<file path="config.mk">
export PLATFORM = sky130hd
export DESIGN_NAME = bist_response_analyzer
export DESIGN_NICKNAME = d
export VERILOG_FILES = /design/src/rtl/bist_pkg.sv /design/src/rtl/bist_misr.sv /design/src/rtl/bist_response_analyzer.sv
export SDC_FILE = /design/constraint.sdc
export NUM_CORES = 1
export LEC_CHECK = 0
export CAP_MARGIN = 20
export CORE_UTILIZATION = 49
export CTS_BUF_LIST = sky130_fd_sc_hd__clkbuf_2 sky130_fd_sc_hd__clkbuf_4 sky130_fd_sc_hd__clkbuf_8
export DETAILED_ROUTE_END_ITERATION = 12
export GPL_ROUTABILITY_DRIVEN = 1
export PLACE_DENSITY = 0.84
export SLEW_MARGIN = 20
export SYNTH_ARGS = -nofsm -noshare
export SYNTH_HDL_FRONTEND = slang
export SYNTH_SLANG_ARGS = --single-unit
</file>
<file path="constraint.sdc">
create_clock -name clk -period 2.04 [get_ports clk]
set_clock_uncertainty 0.1 [all_clocks]
set_input_delay 0.204 -clock clk [delete_from_list [all_inputs] [get_ports clk]]
set_output_delay 0.204 -clock clk [all_outputs]
set_load 0.05 [all_outputs]
</file>
<file path="src/rtl/bist_pkg.sv">
// bist_pkg: state encoding and MISR constants shared by the BIST analyzer and pattern generator.
package bist_pkg;
  typedef enum logic [1:0] {IDLE, RUN, CHECK, DONE} state_e;
  localparam logic [7:0] MISR_TAPS = 8'h33;
  localparam logic [7:0] MISR_SEED = 8'h00;
endpackage

</file>
<file path="src/rtl/bist_misr.sv">
// bist_misr: 8-bit multiple-input signature register, polynomial x^8+x^5+x^4+x+1.
module bist_misr
  import bist_pkg::*;
(
  input  logic       clk,
  input  logic       reset,
  input  logic       clr,
  input  logic       en,
  input  logic [7:0] d,
  output logic [7:0] sig
);
  logic [7:0] sig_q, sig_d;
  always_comb sig_d = clr ? MISR_SEED
                    : en ? ({sig_q[6:0], 1'b0} ^ (sig_q[7] ? MISR_TAPS : 8'h00) ^ d)
                    : sig_q;
  always_ff @(posedge clk) begin
    if (reset) sig_q <= MISR_SEED;
    else       sig_q <= sig_d;
  end
  assign sig = sig_q;
endmodule

</file>
<file path="src/rtl/bist_response_analyzer.sv">
// bist_response_analyzer: compacts N_PATTERNS response beats into a MISR and compares against GOLDEN_SIG.
module bist_response_analyzer
  import bist_pkg::*;
#(
  parameter int unsigned N_PATTERNS = 255,
  parameter logic [7:0]  GOLDEN_SIG = 8'h00
) (
  input  logic       clk,
  input  logic       reset,
  input  logic       start,
  input  logic       resp_valid,
  input  logic [7:0] resp_data,
  output logic       busy,
  output logic       done,
  output logic       pass,
  output logic [7:0] signature
);
  state_e      state_q, state_d;
  logic [15:0] cnt_q, cnt_d;
  logic        pass_q, pass_d;
  logic        clr, fold, last;
  assign clr  = (state_q == IDLE || state_q == DONE) && start;
  assign fold = state_q == RUN && resp_valid;
  assign last = fold && cnt_q == 16'(N_PATTERNS - 1);
  always_comb begin
    state_d = state_q;
    cnt_d   = cnt_q;
    pass_d  = pass_q;
    if (clr) begin
      state_d = RUN;
      cnt_d   = 16'd0;
      pass_d  = 1'b0;
    end else if (fold) begin
      cnt_d   = cnt_q + 16'd1;
      state_d = last ? CHECK : RUN;
    end else if (state_q == CHECK) begin
      pass_d  = signature == GOLDEN_SIG;
      state_d = DONE;
    end
  end
  always_ff @(posedge clk) begin
    if (reset) begin
      state_q <= IDLE;
      cnt_q   <= 16'd0;
      pass_q  <= 1'b0;
    end else begin
      state_q <= state_d;
      cnt_q   <= cnt_d;
      pass_q  <= pass_d;
    end
  end
  bist_misr u_misr (
    .clk  (clk),
    .reset(reset),
    .clr  (clr),
    .en   (fold),
    .d    (resp_data),
    .sig  (signature)
  );
  assign busy = state_q == RUN || state_q == CHECK;
  assign done = state_q == DONE;
  assign pass = pass_q;
endmodule
</file>
==> flow_summary.toml, run 1 <==
[cts]
cts_buffers = 3
cts_buffer_depth = 2
clkLatencyLatePin_ns = 0.31
ctsHtreeMaxLevel = 1
worst_setup_hold_path_clk_slew_ns = 0.14
clock_sinks = 27
cts-hold-fix-buffers = 0
cts_setup_buffers = 0
cts-root-buf = "sky130_fd_sc_hd__clkbuf_4"
tritoncts = "done"

[drt]
detail_route.wl_per_cell_um = 12.81
route.vias.total = 1154
count_of_unresolved_drc_violations_after_routing = 0
vias_per_cell = 5.393
drt_iter0_drc = 20
first_pass_iters = 4
route.final.wire_length_mm = 2.741
antenna_left = 0

[floorplan]
rows = 18
io-pin-count = 23
fp.coreArea_um2 = 2522
dieArea_um2 = 2913
floorplan.initialDensity = 0.5248
dieHeight_um = 53.98
chipWidth_um = 53.98

[global_route]
first_pass_grt_wire_length_mm = 4.243
grt_start_max_net_pins = 15
grtUsageTotal = 0.2007
antenna_found_initial = 0
global_route.overflow_total = 0
grt_pass1_vias = 954

[worst_setup_path]
worst_path_max_delay_cell = "sky130_fd_sc_hd__or4_4"
cpPeakStageDelay_ns = 0.58
crit-reg2reg-capture = "cnt_q[13]"
critical_path_required_ns = 2.21
critPathLaunchType = "flop"
critical_path_cell_list = "inv_1, ha_2, nand4_4, or4_4, or4_1, nand2_1"
setup.reg_to_reg.worst_slack_ns = 0.08
timing.reg2reg.worst_path_depth = 6
crit_fanout = 4
worstPathArrival_ns = 2.13
rr_startpoint = "state_q[1]"
class_of_the_most_critical_setup_path = "flop to flop"
timing.critical_path.to_type = "flop"

[logic_synthesis]
synth_top_area_share = 0.4083
synthMostInstantiatedCell = "sky130_fd_sc_hd__dfxtp_1"
syn-num-nets = 173
synthDistinctLibCells = 27
yosys-top-cells-area = "sky130_fd_sc_hd__dfxtp_1 (41%), sky130_fd_sc_hd__xnor2_1 (12%), sky130_fd_sc_hd__nor2_1 (5.1%)"
synthFlopType = "sky130_fd_sc_hd__dfxtp_1"
post_synth.cell_area_avg_um2 = 8.486
synth-seq-area-share = 0.4083
syn_area_um2 = 1324
synth-seq-cells = 27
synth_edf_count = 0
netlist_instances = 156
netlist_top_cells_count = "sky130_fd_sc_hd__dfxtp_1 (27), sky130_fd_sc_hd__nor2_1 (18), sky130_fd_sc_hd__xnor2_1 (18)"
ys.warnings.count = 0
synth_top_area_cell = "sky130_fd_sc_hd__dfxtp_1"
postSynth.asyncResetShare = 0

[min_path]
worst_hold_path.endpoint = "state_q[0]"
min-delay-start = "reset"
worst_hold_path_type = "input port to flop"
worst_hold_path.num_cells = 2

[timing]
slew_limit_fails = 0
timing.fmax_mhz = 510.1
timing_hold_violations_final = 0
period_needed_ns = 1.960
sum_of_negative_setup_slack_ns = 0
setup_viol = 0
unrepaired_setup_endpoints_after_global_routing = "false"
worstMarginPinSlew_ns = 0.5184
timing.max_slew.rel_slack = 0.6533
fin_crit_sh = 0.9609

[run_status]
status = "finished clean"

[power]
power.density_cell_area_nw_per_um2 = 583.7
vdd.ir_drop.worst_v = 0.0004766
total_leakage_power_nw = 0.5526

[cells_and_area]
final_net_count = 202
post_layout_nonfiller_instances = 214
area_delta_synth_final_pct = 24.48
insertedDiodeCount = 0
final_layout_size_suffix_gt1_frac = 0.09783

[place]
hpwlAfterDp_mm = 2.129
port-buffer-count = 22
place.detailed.instances = 210
gp_congestion = 0.7496

[flow_run]
cap_violations = 0
==> worst max-delay path, delay by kind of cell (launching register included) <==
kind | cells | cell delay [ns]
buffers and inverters | 1 | 0.07
AND/OR/NAND/NOR | 4 | 1.16
adder cells (fa/ha/maj) | 1 | 0.21
flip-flops | 1 | 0.37
==> registers in the layout, indices dropped and copies added (netlist names) <==
name and flops:
cnt_q 16, pass 1, u_misr.sig 8, state_q 2
==> logic make-up (layout without fill, tap and decap cells) <==
family | after synthesis | count (layout) | share of synthesized area
xor+xnor | 21 | 21 | 0.1389
simple gates | 67 | 67 | 0.2571
buf+inv | 13 | 41 | 0.03686
flops | 27 | 27 | 0.4083
mux | 1 | 1 | 0.007562
compound gates | 22 | 22 | 0.1040
fa+ha+maj | 5 | 5 | 0.04726
==> layout by cell type, fill, tap and decap left out, drive strengths merged, types with 2 or more instances in the layout <==
master         netlist  routed
dfxtp               27      27
clkdlybuf4s50        0      20
xnor2               18      18
nor2                18      18
nand2               16      16
a21oi                9       9
buf                  1       9
nor3                 8       8
inv                  7       7
a211oi               7       7
nand3                6       6
nor4                 5       5
ha                   5       5
clkbuf               5       4
nand4                4       4
nand2b               3       3
o21ai                3       3
xor2                 3       3
or3                  2       2
a31o                 2       2
or4                  2       2
==> final cells by class <==
cell class              count  area (µm²)
flip-flops and latches     27       540.5
fillers                   195       874.6
well taps                  30       37.54
multi-input cells         116       737.0
inverters                   7       26.28
clock buffers               4       30.03
repair buffers             30       276.5
==> per-layer routing <==
layer,up-vias,track usage,wire (µm)
met5,-,0,0
met4,0,0.03846,8
met3,2,0.04237,120
met2,25,0.3272,1321
met1,535,0.2720,1291
li1,592,-,-
==> through the flow <==
step             util  hold WS [ns]  power, mW  setup WS, ns  cell area [µm²]
2_1_floorplan       -        0.1731     0.6657        0.1250             1324
3_3_place_gp   0.6409        0.3506     0.7266      -0.02248             1617
3_5_place_dp   0.6409        0.3684     0.7326      -0.03835             1617
4_1_cts        0.6523        0.3441     0.9671       0.06482             1645
5_1_grt        0.6533        0.3427      1.010       0.02052             1648
6_report       0.6533        0.3538     0.9619       0.07972             1648
==> worst max path at each step <==
stage,startpoint,to,slack [ns],cells past startpoint
4_1_cts,state_q[1],cnt_q[13],0.06,6
6_report,state_q[1],cnt_q[13],0.08,6
5_1_grt,state_q[1],cnt_q[13],0.02,6
3_3_place_gp,resp_valid,cnt_q[13],-0.02,5
2_1_floorplan,state_q[0],cnt_q[13],0.13,5
3_5_place_dp,resp_valid,cnt_q[13],-0.04,5
==> power by group <==
| part | switching, mW | leakage, nW | internal, mW |
|---|---|---|---|
| clock | 0.150 | 0.0184 | 0.0896 |
| sequential | 0.0116 | 0.218 | 0.539 |
| combinational | 0.0947 | 0.316 | 0.0770 |
| total | 0.257 | 0.553 | 0.705 |
==> repair_timing <==
item | CTS | global route
gates cloned | 0 | 0
endpoints found under the setup margin | 1 | 1
gates resized for setup | 1 | 1
Note: power is estimated with default switching activity, not from simulation.
==> inputs of run 2 (changes only) <==
Settings changed: CORE_UTILIZATION 49 to 58, DONT_BUFFER_PORTS set to 1, PLACE_DENSITY 0.84 to 0.82.
==> flow_summary.toml, run 2 (synthesis results as in run 1) <==
[run_status]
status = "finished clean"

[cells_and_area]
final_standard_cell_area_without_fillers_um2 = 1506
area_delta_synth_final_pct = 13.80
insertedDiodeCount = 0
final_layout_size_suffix_gt1_frac = 0.1118
final_net_count = 188
final_core_util = 0.7306
final_common_cell = "sky130_fd_sc_hd__dfxtp_1"
top_register_by_number_of_flip_flops = "cnt_q"
largest_register_ffs = 16
layout.cells.most_common_list = "sky130_fd_sc_hd__dfxtp_1 (26), sky130_fd_sc_hd__xnor2_1 (18), sky130_fd_sc_hd__nor2_1 (18)"

[worst_setup_path]
critPathTopFamily = "simple AND/OR/NAND/NOR gates"
critical_path_cell_list = "inv_1, ha_2, nand4_4, or4_4, or4_1, nand2_1"
crit_fanout = 7
critical_path_required_ns = 2.23
worst_path_max_delay_cell = "sky130_fd_sc_hd__or4_4"
crit-reg2reg-capture = "cnt_q[13]"
timing.reg2reg.worst_path_depth = 6
critPathLaunchType = "flop"
path_buf_inv = 1
class_of_the_most_critical_setup_path = "flop to flop"
setup.reg_to_reg.worst_slack_ns = 0.20
cpPeakStageDelay_ns = 0.47
timing.critical_path.to_type = "flop"
rr_startpoint = "state_q[1]"
worstPathArrival_ns = 2.03

[place]
port-buffer-count = 0
place_area_um2 = 1403
hpwlAfterDp_mm = 1.952
gp_congestion = 0.7856

[cts]
clock_sinks = 27
clkLatencyLatePin_ns = 0.33
cts_setup_buffers = 0
worst_setup_hold_path_clk_slew_ns = 0.14
tritoncts = "done"
cts_buffer_depth = 2
ctsHtreeMaxLevel = 1
cts_buffers = 3
cts-root-buf = "sky130_fd_sc_hd__clkbuf_4"

[power]
power_report.internal_total_uw = 687.0
total_leakage_power_nw = 0.5032
power.net_switching_uw = 256.1
clkPwrFrac = 0.258
power.share.combinational = 0.146
vdd.ir_drop.worst_v = 0.0004342
sw_frac_of_total = 0.2715
power.density_cell_area_nw_per_um2 = 626.1
seq_power_share = 0.596

[timing]
timing.max_slew.rel_slack = 0.5839
timing_hold_violations_final = 0
setup_viol = 0
sum_of_negative_setup_slack_ns = 0
slew_limit_fails = 0
fin_crit_sh = 0.9030
timing.fmax_mhz = 542.9
period_needed_ns = 1.842
unrepaired_setup_endpoints_after_global_routing = "false"
worstMarginPinSlew_ns = 0.6233

[min_path]
min-delay-start = "start"
worst_hold_path.num_cells = 3
worst_hold_path_type = "input port to flop"
worst_hold_path.endpoint = "cnt_q[15]"

[drt]
drt_iter0_drc = 32
detail_route.wl_per_cell_um = 14.17
route.vias.total = 1156
count_of_unresolved_drc_violations_after_routing = 0
first_pass_iters = 4
route.final.wire_length_mm = 2.791
vias_per_cell = 5.868
antenna_left = 0

[flow_run]
cap_violations = 0

[global_route]
grt_start_max_net_pins = 16
grtUsageTotal = 0.2453
antenna_found_initial = 0
grt_pass1_vias = 1083
first_pass_grt_wire_length_mm = 4.698
global_route.overflow_total = 0

[floorplan]
fp.coreArea_um2 = 2062
floorplan.initialDensity = 0.6420
rows = 16
dieHeight_um = 49.78
chipWidth_um = 49.78
io-pin-count = 23
dieArea_um2 = 2478
[run 2: cell count changes in the layout (fill, tap and decap cells not counted)]
cell,change
sky130_fd_sc_hd__dfxtp_1,-1
sky130_fd_sc_hd__dlygate4sd3_1,+7
sky130_fd_sc_hd__dlygate4sd2_1,-1
sky130_fd_sc_hd__clkdlybuf4s50_1,-20
sky130_fd_sc_hd__dfxtp_2,+1
[run 2: how the worst max path moves through the flow]
| stage | from | to | slack (ns) | cells after the start |
|---|---|---|---|---|
| detailed placement | state_q[1] | cnt_q[13] | 0.09 | 6 |
| CTS | state_q[1] | cnt_q[13] | 0.06 | 6 |
| global route | state_q[1] | cnt_q[13] | 0.08 | 6 |
| floorplan | state_q[0] | cnt_q[13] | 0.13 | 5 |
| global placement | state_q[1] | cnt_q[13] | 0.13 | 6 |
| finish | state_q[1] | cnt_q[13] | 0.20 | 6 |
[run 2: timing repair]
action,in CTS,in global routing
hold endpoints to repair,8,0
endpoints found under the setup margin,0,2
resized for setup,0,2
hold buffers,7,0
[run 2: power groups by stage]
stage	combinational [mW]	sequential [mW]	clock, mW
2_1_floorplan	0.0808	0.585	0
3_3_place_gp	0.119	0.573	0
3_5_place_dp	0.122	0.574	0
4_1_cts	0.134	0.562	0.248
5_1_grt	0.150	0.564	0.264
6_report	0.137	0.562	0.244
[run 2: cell type report]
class                      instances  area, µm²
multi-input combinational        116      737.0
fill                             150      555.5
sequential                        27      541.8
timing repair buffer              16      137.6
tap                               27      33.78
clock buffer                       4      30.03
inverter                           7      26.28
[run 2: stage by stage]
step / power (mW) / setup slack (ns) / std cells / hold WS, ns
floorplan: 0.6657 / 0.1250 / 156 / 0.1731
global placement: 0.6923 / 0.1300 / 186 / 0.1788
detailed placement: 0.6962 / 0.08858 / 186 / 0.1793
CTS: 0.9446 / 0.06141 / 197 / 0.007624
global route: 0.9777 / 0.07517 / 197 / 0.01035
finish: 0.9431 / 0.1979 / 197 / 0.004335
[run 2: per-layer routing]
metal,GRT usage,up-vias,part of all wire
met2,0.3784,41,0.47
met4,0.09048,0,0.010
li1,-,566,-
met1,0.3359,545,0.46
met5,0,-,0
met3,0.04938,4,0.061
[run 2: worst min-delay path: cells and delay by family]
family | cells | cell delay, ns
muxes | 1 | 0.05
AOI/OAI and AO/OA | 1 | 0.08
and+or+nand+nor | 1 | 0.07
